==> config.mk <==
export PLATFORM = sky130hd
export DESIGN_NAME = hxmpp_readback
export DESIGN_NICKNAME = d
export VERILOG_FILES = /design/src/rtl/hxmpp_pkg.sv /design/src/rtl/hxmpp_readback_out_slice.sv /design/src/rtl/hxmpp_readback.sv
export SDC_FILE = /design/constraint.sdc
export NUM_CORES = 1
export LEC_CHECK = 0
export CORE_MARGIN = 2
export CORE_UTILIZATION = 39
export DETAILED_ROUTE_END_ITERATION = 10
export HOLD_SLACK_MARGIN = 0.06
export PLACE_DENSITY = 0.73
export SLEW_MARGIN = 40
export SYNTH_ARGS = -nofsm -noshare
export SYNTH_HDL_FRONTEND = slang
export SYNTH_SLANG_ARGS = --single-unit
export TNS_END_PERCENT = 20
==> constraint.sdc <==
create_clock -name clk -period 1.7 [get_ports clk]
set_input_delay 0.34 -clock clk [delete_from_list [all_inputs] [get_ports clk]]
set_output_delay 0.34 -clock clk [all_outputs]
set_load 0.01 [all_outputs]
==> src/rtl/hxmpp_pkg.sv <==
// Shared widths, the readback FSM state type and the HIM row-address helper
// used by the SSID readback path.
package hxmpp_pkg;

    localparam int SSIDBITS         = 8;
    localparam int HITINFOBITS      = 16;
    localparam int MAXHITNBITS      = 4;
    localparam int ROWINDEXBITS_HIM = 6;

    typedef enum logic [2:0] {
        IDLE,
        HNM_REQ,
        HNM_WAIT,
        HCM_REQ,
        HCM_WAIT,
        HIM_REQ,
        HIM_WAIT,
        EMPTY
    } readback_state_e;

    // HIM rows for one SSID are contiguous from the base and wrap at the top of the memory.
    function automatic logic [ROWINDEXBITS_HIM-1:0] him_row(
        input logic [ROWINDEXBITS_HIM-1:0] base,
        input logic [MAXHITNBITS-1:0]      idx
    );
        logic [ROWINDEXBITS_HIM-1:0] idx_ext;
        idx_ext = ROWINDEXBITS_HIM'(idx);
        return base + idx_ext;
    endfunction

endpackage

==> src/rtl/hxmpp_readback_out_slice.sv <==
// Single-entry valid/ready holding register for readback output words.
// A load always wins over a same-cycle acceptance so back-to-back words do not bubble.
module readback_out_slice
    import hxmpp_pkg::*;
(
    input  logic                   clk,
    input  logic                   reset,
    input  logic                   load,
    input  logic [SSIDBITS-1:0]    in_ssid,
    input  logic [HITINFOBITS-1:0] in_info,
    input  logic                   in_last,
    input  logic                   in_empty,
    input  logic                   out_ready,
    output logic                   out_valid,
    output logic [SSIDBITS-1:0]    out_ssid,
    output logic [HITINFOBITS-1:0] out_info,
    output logic                   out_last,
    output logic                   out_empty
);

    logic                   valid_q, valid_d;
    logic [SSIDBITS-1:0]    ssid_q, ssid_d;
    logic [HITINFOBITS-1:0] info_q, info_d;
    logic                   last_q, last_d;
    logic                   empty_q, empty_d;

    always_comb begin
        valid_d = valid_q;
        ssid_d  = ssid_q;
        info_d  = info_q;
        last_d  = last_q;
        empty_d = empty_q;
        if (load) begin
            valid_d = 1'b1;
            ssid_d  = in_ssid;
            info_d  = in_info;
            last_d  = in_last;
            empty_d = in_empty;
        end else if (out_ready) begin
            valid_d = 1'b0;
        end
    end

    always_ff @(posedge clk or negedge reset) begin
        if (!reset) begin
            valid_q <= 1'b0;
            ssid_q  <= '0;
            info_q  <= '0;
            last_q  <= 1'b0;
            empty_q <= 1'b0;
        end else begin
            valid_q <= valid_d;
            ssid_q  <= ssid_d;
            info_q  <= info_d;
            last_q  <= last_d;
            empty_q <= empty_d;
        end
    end

    assign out_valid = valid_q;
    assign out_ssid  = ssid_q;
    assign out_info  = info_q;
    assign out_last  = last_q;
    assign out_empty = empty_q;

endmodule

==> src/rtl/hxmpp_readback.sv <==
// Reads back all hit-info words for one SSID: HNM hit check, HCM count/base lookup,
// then one HIM read per hit, streamed through a holding register.
//
// state    | meaning
// IDLE     | waiting for a request (accepted only when the output register is empty)
// HNM_REQ  | strobe HNM lookup for ssid_q
// HNM_WAIT | waiting for HNM hit flag
// HCM_REQ  | strobe HCM row read for ssid_q
// HCM_WAIT | waiting for hit count and HIM base row
// HIM_REQ  | strobe HIM read at base+idx once the output register can take the result
// HIM_WAIT | waiting for hit info, then emit one word
// EMPTY    | emit the single "no hits" word
module hxmpp_readback
    import hxmpp_pkg::*;
(
    input  logic                        clk,
    input  logic                        reset,
    input  logic                        req_valid,
    output logic                        req_ready,
    input  logic [SSIDBITS-1:0]         req_ssid,
    output logic                        hnm_rd_en,
    output logic [SSIDBITS-1:0]         hnm_rd_ssid,
    input  logic                        hnm_rd_ready,
    input  logic                        hnm_rd_valid,
    input  logic                        hnm_rd_hit,
    output logic                        hcm_rd_en,
    output logic [SSIDBITS-1:0]         hcm_rd_row,
    input  logic                        hcm_rd_ready,
    input  logic                        hcm_rd_valid,
    input  logic [MAXHITNBITS-1:0]      hcm_rd_nhits,
    input  logic [ROWINDEXBITS_HIM-1:0] hcm_rd_addr,
    output logic                        him_rd_en,
    output logic [ROWINDEXBITS_HIM-1:0] him_rd_addr,
    input  logic                        him_rd_ready,
    input  logic                        him_rd_valid,
    input  logic [HITINFOBITS-1:0]      him_rd_info,
    output logic                        out_valid,
    input  logic                        out_ready,
    output logic [SSIDBITS-1:0]         out_ssid,
    output logic [HITINFOBITS-1:0]      out_info,
    output logic                        out_last,
    output logic                        out_empty,
    output logic                        busy
);

    readback_state_e             state_q, state_d;
    logic                        started_q, started_d;
    logic [SSIDBITS-1:0]         ssid_q, ssid_d;
    logic [ROWINDEXBITS_HIM-1:0] base_q, base_d;
    logic [MAXHITNBITS-1:0]      idx_q, idx_d;
    logic [MAXHITNBITS-1:0]      remaining_q, remaining_d;

    logic                        ld;
    logic [HITINFOBITS-1:0]      ld_info;
    logic                        ld_last;
    logic                        ld_empty;
    logic                        out_free;

    // The output register can take a word if it is empty or being drained this cycle.
    assign out_free = !out_valid || out_ready;

    always_comb begin
        state_d     = state_q;
        started_d   = 1'b1;
        ssid_d      = ssid_q;
        base_d      = base_q;
        idx_d       = idx_q;
        remaining_d = remaining_q;
        ld          = 1'b0;
        ld_info     = '0;
        ld_last     = 1'b0;
        ld_empty    = 1'b0;
        hnm_rd_en   = 1'b0;
        hcm_rd_en   = 1'b0;
        him_rd_en   = 1'b0;
        case (state_q)
            IDLE: begin
                if (req_valid && req_ready) begin
                    ssid_d  = req_ssid;
                    state_d = HNM_REQ;
                end
            end
            HNM_REQ: begin
                hnm_rd_en = hnm_rd_ready;
                if (hnm_rd_ready) state_d = HNM_WAIT;
            end
            HNM_WAIT: begin
                if (hnm_rd_valid) state_d = hnm_rd_hit ? HCM_REQ : EMPTY;
            end
            HCM_REQ: begin
                hcm_rd_en = hcm_rd_ready;
                if (hcm_rd_ready) state_d = HCM_WAIT;
            end
            HCM_WAIT: begin
                if (hcm_rd_valid) begin
                    base_d      = hcm_rd_addr;
                    remaining_d = hcm_rd_nhits;
                    idx_d       = '0;
                    state_d     = (hcm_rd_nhits == '0) ? EMPTY : HIM_REQ;
                end
            end
            HIM_REQ: begin
                if (him_rd_ready && out_free) begin
                    him_rd_en = 1'b1;
                    state_d   = HIM_WAIT;
                end
            end
            HIM_WAIT: begin
                // Issue was gated on a free output register, so the load cannot collide.
                if (him_rd_valid) begin
                    ld          = 1'b1;
                    ld_info     = him_rd_info;
                    ld_last     = (remaining_q == MAXHITNBITS'(1));
                    idx_d       = idx_q + MAXHITNBITS'(1);
                    remaining_d = remaining_q - MAXHITNBITS'(1);
                    state_d     = ld_last ? IDLE : HIM_REQ;
                end
            end
            EMPTY: begin
                if (out_free) begin
                    ld       = 1'b1;
                    ld_empty = 1'b1;
                    ld_last  = 1'b1;
                    state_d  = IDLE;
                end
            end
            default: state_d = IDLE;
        endcase
    end

    always_ff @(posedge clk or negedge reset) begin
        if (!reset) begin
            state_q     <= IDLE;
            started_q   <= 1'b0;
            ssid_q      <= '0;
            base_q      <= '0;
            idx_q       <= '0;
            remaining_q <= '0;
        end else begin
            state_q     <= state_d;
            started_q   <= started_d;
            ssid_q      <= ssid_d;
            base_q      <= base_d;
            idx_q       <= idx_d;
            remaining_q <= remaining_d;
        end
    end

    assign req_ready   = started_q && (state_q == IDLE) && !out_valid;
    assign busy        = (state_q != IDLE);
    assign hnm_rd_ssid = ssid_q;
    assign hcm_rd_row  = ssid_q;
    assign him_rd_addr = him_row(base_q, idx_q);

    readback_out_slice u_out_slice (
        .clk       (clk),
        .reset     (reset),
        .load      (ld),
        .in_ssid   (ssid_q),
        .in_info   (ld_info),
        .in_last   (ld_last),
        .in_empty  (ld_empty),
        .out_ready (out_ready),
        .out_valid (out_valid),
        .out_ssid  (out_ssid),
        .out_info  (out_info),
        .out_last  (out_last),
        .out_empty (out_empty)
    );

endmodule
After elaboration in Yosys (flattened, before gate mapping)

Cells that the tools add are included.

Flip-flop bits (word level): 53
Word-level logic and storage cells: 77
Output and inout bits: 54
Input port bits: 45

Equal/unequal tests: 16
Muxes and demuxes: 32
Add/subtract/negate cells: 3
Reductions and logical operators: 15

Operators by type and width:

| operator                                            | number |
|---|---|
| 2-to-1 mux 16 bit                                   | 2 |
| 2-to-1 mux 3 bit                                    | 10 |
| one-hot mux 3 bit (8 select lines)                  | 1 |
| 2-to-1 mux 4 bit                                    | 4 |
| inequality test 2 bit, second input constant        | 8 |
| one-hot mux 4 bit (2 select lines)                  | 2 |
| equality test 3 bit, second input constant          | 4 |
| 2-to-1 mux 1 bit                                    | 10 |
| AND reduction 8 bit                                 | 1 |
| adder 6 x 4 -> 6 bit                                | 1 |
| equality test 3 x 2 -> 1 bit, second input constant | 2 |
| adder 4 x 1 -> 4 bit, second input constant         | 1 |
| equality test 4 x 1 -> 1 bit, second input constant | 1 |
| logical AND 1 bit                                   | 4 |
| logical NOT 4 bit                                   | 1 |
| one-hot mux 1 bit (2 select lines)                  | 2 |
| AND reduction 2 bit                                 | 2 |
| nonzero test 2 bit                                  | 2 |
| subtractor 4 x 1 -> 4 bit, second input constant    | 1 |
| equality test 3 x 1 -> 1 bit, second input constant | 1 |
| logical NOT 3 bit                                   | 1 |
| AND reduction 3 bit                                 | 1 |
| nonzero test 3 bit                                  | 1 |
| 2-to-1 mux 2 bit                                    | 1 |
| 2 further kinds                                     | 2 |

Depth between registers and ports, before layout

Depth in word-level cells: 6
Depth in mapped cells: 6
Mapped depth without buffers: 6

Cells and area by module

From an unflattened synthesis, not the netlist that was laid out.

Cells, all modules: 228
Area, all modules: 2795.2 um^2

Modules (own cells, without submodules):

| module             | area each (um^2) | times used | seq. area each (um^2) | cells each |
|---|---|---|---|---|
| hxmpp_readback     | 1692.9           | 1          | 650.6                 | 170 |
| readback_out_slice | 1102.3           | 1          | 675.6                 | 58 |

Worst setup path before layout

Ideal clock, no wire load.

Kind: flip-flop to output port
Start point: register idx_q[0]
End point: output him_rd_addr[4]
Buffers on the path: 0
Data arrival time: 1.495 ns
Cell stages (with the launch flop): 6
Required time: 1.360 ns
Path slack: -0.135 ns
Cells stage by stage: dfrtp_1 ha_1 fa_1 a21o_1 a21oi_1 xnor2_1

Cells in the longest elaborated chain, start to end: 1

Ends and longest elaborated chain:

| item                   | RTL line              | source |
|---|---|---|
| from (decl)            | hxmpp_readback.sv:50  | `logic [MAXHITNBITS-1:0] idx_q, idx_d;` |
| from (signal assigned) | hxmpp_readback.sv:144 | `idx_q <= idx_d;` |
| adder 6 x 4 -> 6 bit   | hxmpp_pkg.sv:28       | `return base + idx_ext;` |
| to (decl)              | hxmpp_readback.sv:33  | `output logic [ROWINDEXBITS_HIM-1:0] him_rd_addr,` |

No other way between the ends.

Final worst setup path

Start point: register base_q[0]
End point: output him_rd_addr[4]

Cells in the longest elaborated chain, start to end: 1

Ends and longest elaborated chain:

| item                   | RTL line              | source |
|---|---|---|
| from (decl)            | hxmpp_readback.sv:49  | `logic [ROWINDEXBITS_HIM-1:0] base_q, base_d;` |
| from (signal assigned) | hxmpp_readback.sv:143 | `base_q <= base_d;` |
| adder 6 x 4 -> 6 bit   | hxmpp_pkg.sv:28       |  |

No other way between the ends.

==> summary.txt <==
Routing
  • DR iter-0 viols: 98
  • Post-DR vias/cell: 4.934
  • Post-route ant nets: 0
  • Detailed-router iteration count before antenna repair: 4
  • Average wire per cell in the routed design: 14.68 um
  • Total Wirelength: between 6 and 7 mm
  • Routed vias: 2087
  • Residual DRC: 0

Floorplan
  • Die extent in x: 84.72 um
  • I/O Pins: 99
  • Floorplan die area: 7177 sq um
  • Core Box Area: 6314 sq um
  • Overall die height: 84.72 um
  • Starting utilization of the core area: 40.25%
  • Std cell rows: 29

Global route
  • Met3 global-route usage: 4.130%
  • Leftover overflow at the end of global routing: 0
  • Largest net degree at the start of global routing: 28
  • Most congested layer reported by global routing: met2
  • Overall global routing resource usage: 18.29%
  • Met2 layer usage reported by global route: 28.99%
  • Global-route wire length before repair: roughly 10 mm
  • Vias in the first global route: 2095
  • Met1 track demand over resource in global routing: between 20% and 30%
  • Number of antenna violations at the first check in global routing: 0

Final layout
  • Fraction of final layout cells sized beyond drive strength 1: 29.19%
  • Most frequent standard cell in the layout excluding fill and tap cells: clkdlybuf4s50_1
  • Layout Cells excl Fill: ~420
  • Number of fill cells in the layout: 506
  • Highest-count cells in the layout ignoring fill and taps: clkdlybuf4s50_1 (84), dfrtp_1 (53), buf_4 (32)
  • Storage cell area: between 1000 and 1500 sq um
  • Layout Nets: 398
  • Count of inserted antenna diode cells: 0
  • Layout Cell Area excl Fill: 4001 sq um
  • Area growth syn-to-layout: 57.46%
  • Multi-input combinational cell area: 1147 sq um

Placement
  • Port Buffers: 98
  • Post-detailed-placement half-perimeter wirelength: ~4.7 mm
  • DP Cell Count: 409
  • RePlAce Congestion: 0.8232
  • Standard cell area after detailed placement: 3820 sq um
  • Setup slack after placement: -0.5853 ns

Yosys
  • Net count of the mapped netlist: 266
  • Post-synthesis cell area: about 2500 sq um
  • Distinct cell type count of the synthesized netlist: 43
  • Synth Register Bits: 53
  • Mean post-synth cell area: 11.93 sq um
  • Sequential area share after synthesis: between 50% and 60%
  • Number of warnings reported in the yosys synthesis log: 0
  • EDFF count, synth: 0
  • Post-synth ARST share: 100.0%
  • Synthesized netlist cell count: between 200 and 250
  • Most used flip-flop cell after synthesis: dfrtp_1

Job
  • Max-cap violation count: 0

Clock tree
  • CTS clk-pin slew, worst paths: 0.10 ns
  • TritonCTS clock tree: done
  • Deepest clock path buffer count: 2
  • H-tree depth reported by CTS: 2
  • Clock tree sinks: 53
  • Clock insertion delay at the later pin of the skew report: ~0.31 ns
  • Clk Tree Root Cell: clkbuf_8
  • Number of buffers inserted during clock tree synthesis: 5

Setup path
  • Critical-path top delay cell: dfrtp_1
  • Cells traversed along the worst timing path: ha_4 > fa_2 > a21o_1 > a21oi_2 > xnor2_2 > buf_2
  • Delay of the slowest cell on the worst path: 0.42 ns
  • Element type at the critical path start: register
  • Max Fanout on Critical Path: 2
  • Worst EP required: 1.36 ns
  • Path type of the worst setup path: reg2out
  • Register-to-register path setup slack: ~0.02 ns
  • Arrival @ worst endpoint: 1.87 ns
  • Sort of element at the end of the critical path: output port

STA
  • Number of hold violations in the final report: 0
  • Crit path setup slack, layout: -0.5064 ns
  • Period utilization: 129.8%
  • Period minus WS final: around 2.2 ns
  • Worst Skew: approximately 0.010 ns
  • Final setup vio count: 6
  • Peak Freq: between 0.4 and 0.5 GHz
  • Setup repair after global routing missed its margin: yes
  • Final count of pins violating max slew: 0

Power and ir drop
  • Power density over the cells: roughly 1800 nW/um^2
  • Max rail drop VDD: between 1 and 1.5 mV
  • Lkg Pwr: 1.838 nW

Run status
  • Status: finished, violations left
  • Violated checks: negative setup slack

Hold path
  • Hold crit path type: in2reg
[area by class of cell]
type | instances | share of cell area (%)
Sequential cell | 53 | 33.15
Inverter | 4 | 0.3752
Tap cell | 77 | 2.408
Timing Repair Buffer | 142 | 33.24
Clock buffer | 6 | 1.814
Clock inverter | 2 | 0.3440
Multi-Input combinational cell | 139 | 28.67
[metal layers]
layer / wire [um] / vias up / share of wire [%]
li1: - / 1026 / -
met2: 3018 / 60 / 49
met3: 319 / 7 / 5.1
met4: 69 / 0 / 1.1
met1: 2803 / 994 / 45
met5: 0 / - / 0
[cells by family after synthesis]
| group | after synthesis | synth area share, % |
|---|---|---|
| flip-flops | 53 | 52.19 |
| other | 1 | 0.1476 |
| AND/OR/NAND/NOR | 52 | 12.01 |
| multiplexers | 23 | 10.59 |
| AO/OA/AOI/OAI | 49 | 13.44 |
| buffers and inverters | 21 | 5.317 |
| adder cells (fa/ha/maj) | 8 | 4.234 |
| XOR/XNOR | 6 | 2.068 |
[critical path, delay by kind of cell, from the launching register on]
family | cells | cell delay, ns
adders and majority gates | 2 | 0.52
DFF | 1 | 0.42
AOI/OAI and AO/OA | 2 | 0.35
buffers and inverters | 1 | 0.14
xor gates and xnor gates | 1 | 0.12
[stage by stage]
stage | TNS (ns) | hold WS (ns) | util [%] | power (mW)
after floorplan | -0.06081 | 0.04441 | - | 4.262
after global placement | -8.163 | 0.3622 | 60.50 | 6.217
after detailed placement | -8.273 | 0.3700 | 60.50 | 6.335
after CTS | -1.902 | 0.4730 | 62.98 | 7.172
after global routing | -2.618 | 0.4867 | 63.38 | 7.693
final | -1.803 | 0.4899 | 63.38 | 7.172
[synth_stat cells (4+ instances only)]
cell / instances / area [sq um]
o21ai_0: 9 / 45.04
dfrtp_1: 53 / 1326
buf_4: 9 / 67.56
nor2_1: 11 / 41.29
nand2b_1: 4 / 25.02
buf_2: 6 / 30.03
ha_1: 7 / 87.58
inv_1: 4 / 15.01
xor2_1: 4 / 35.03
nand2_1: 12 / 45.04
a21oi_1: 10 / 50.05
a22o_1: 18 / 157.7
mux2_2: 19 / 214.0
[power by group]
part | total, mW | switching (mW) | internal [mW]
logic | 4.23 | 1.73 | 2.51
clock network | 0.725 | 0.430 | 0.295
registers | 2.21 | 0.388 | 1.82
[flip-flops by register name, summed over array words and instances (netlist names)]
name / flops
u_out_slice.out_info: 16
hcm_rd_row: 8
u_out_slice.out_ssid: 8
u_out_slice.out_empty: 1
started_q: 1
base_q: 6
idx_q: 4
u_out_slice.out_valid: 1
u_out_slice.out_last: 1
remaining_q: 4
state_q: 3
[what timing repair did]
action / 4_1_cts / 5_1_grt
hold endpoints to repair: 53 / 0
setup buffers: 3 / 2
endpoints found under the setup margin: 31 / 26
gates resized for setup: 59 / 9
hold buffers: 1 / 0
pin swaps: 10 / 21
cloned: 0 / 0
[final timing paths]
check	start	end	cells past startpoint
setup reg to reg	state_q[1]$_DFFE_PN0P_	u_out_slice.out_info[13]$_DFFE_PN0P_	7
setup / recovery	base_q[0]$_DFFE_PN0P_	him_rd_addr[4]	6
min in group asynchronous	reset	u_out_slice.out_info[12]$_DFFE_PN0P_	3
max in group asynchronous	reset	remaining_q[0]$_DFFE_PN0P_	3
hold reg to reg	u_out_slice.out_ssid[1]$_DFFE_PN0P_	u_out_slice.out_ssid[1]$_DFFE_PN0P_	1
hold / removal	out_ready	u_out_slice.out_valid$_DFFE_PN0P_	3
Power figures use the tool's default switching activity.
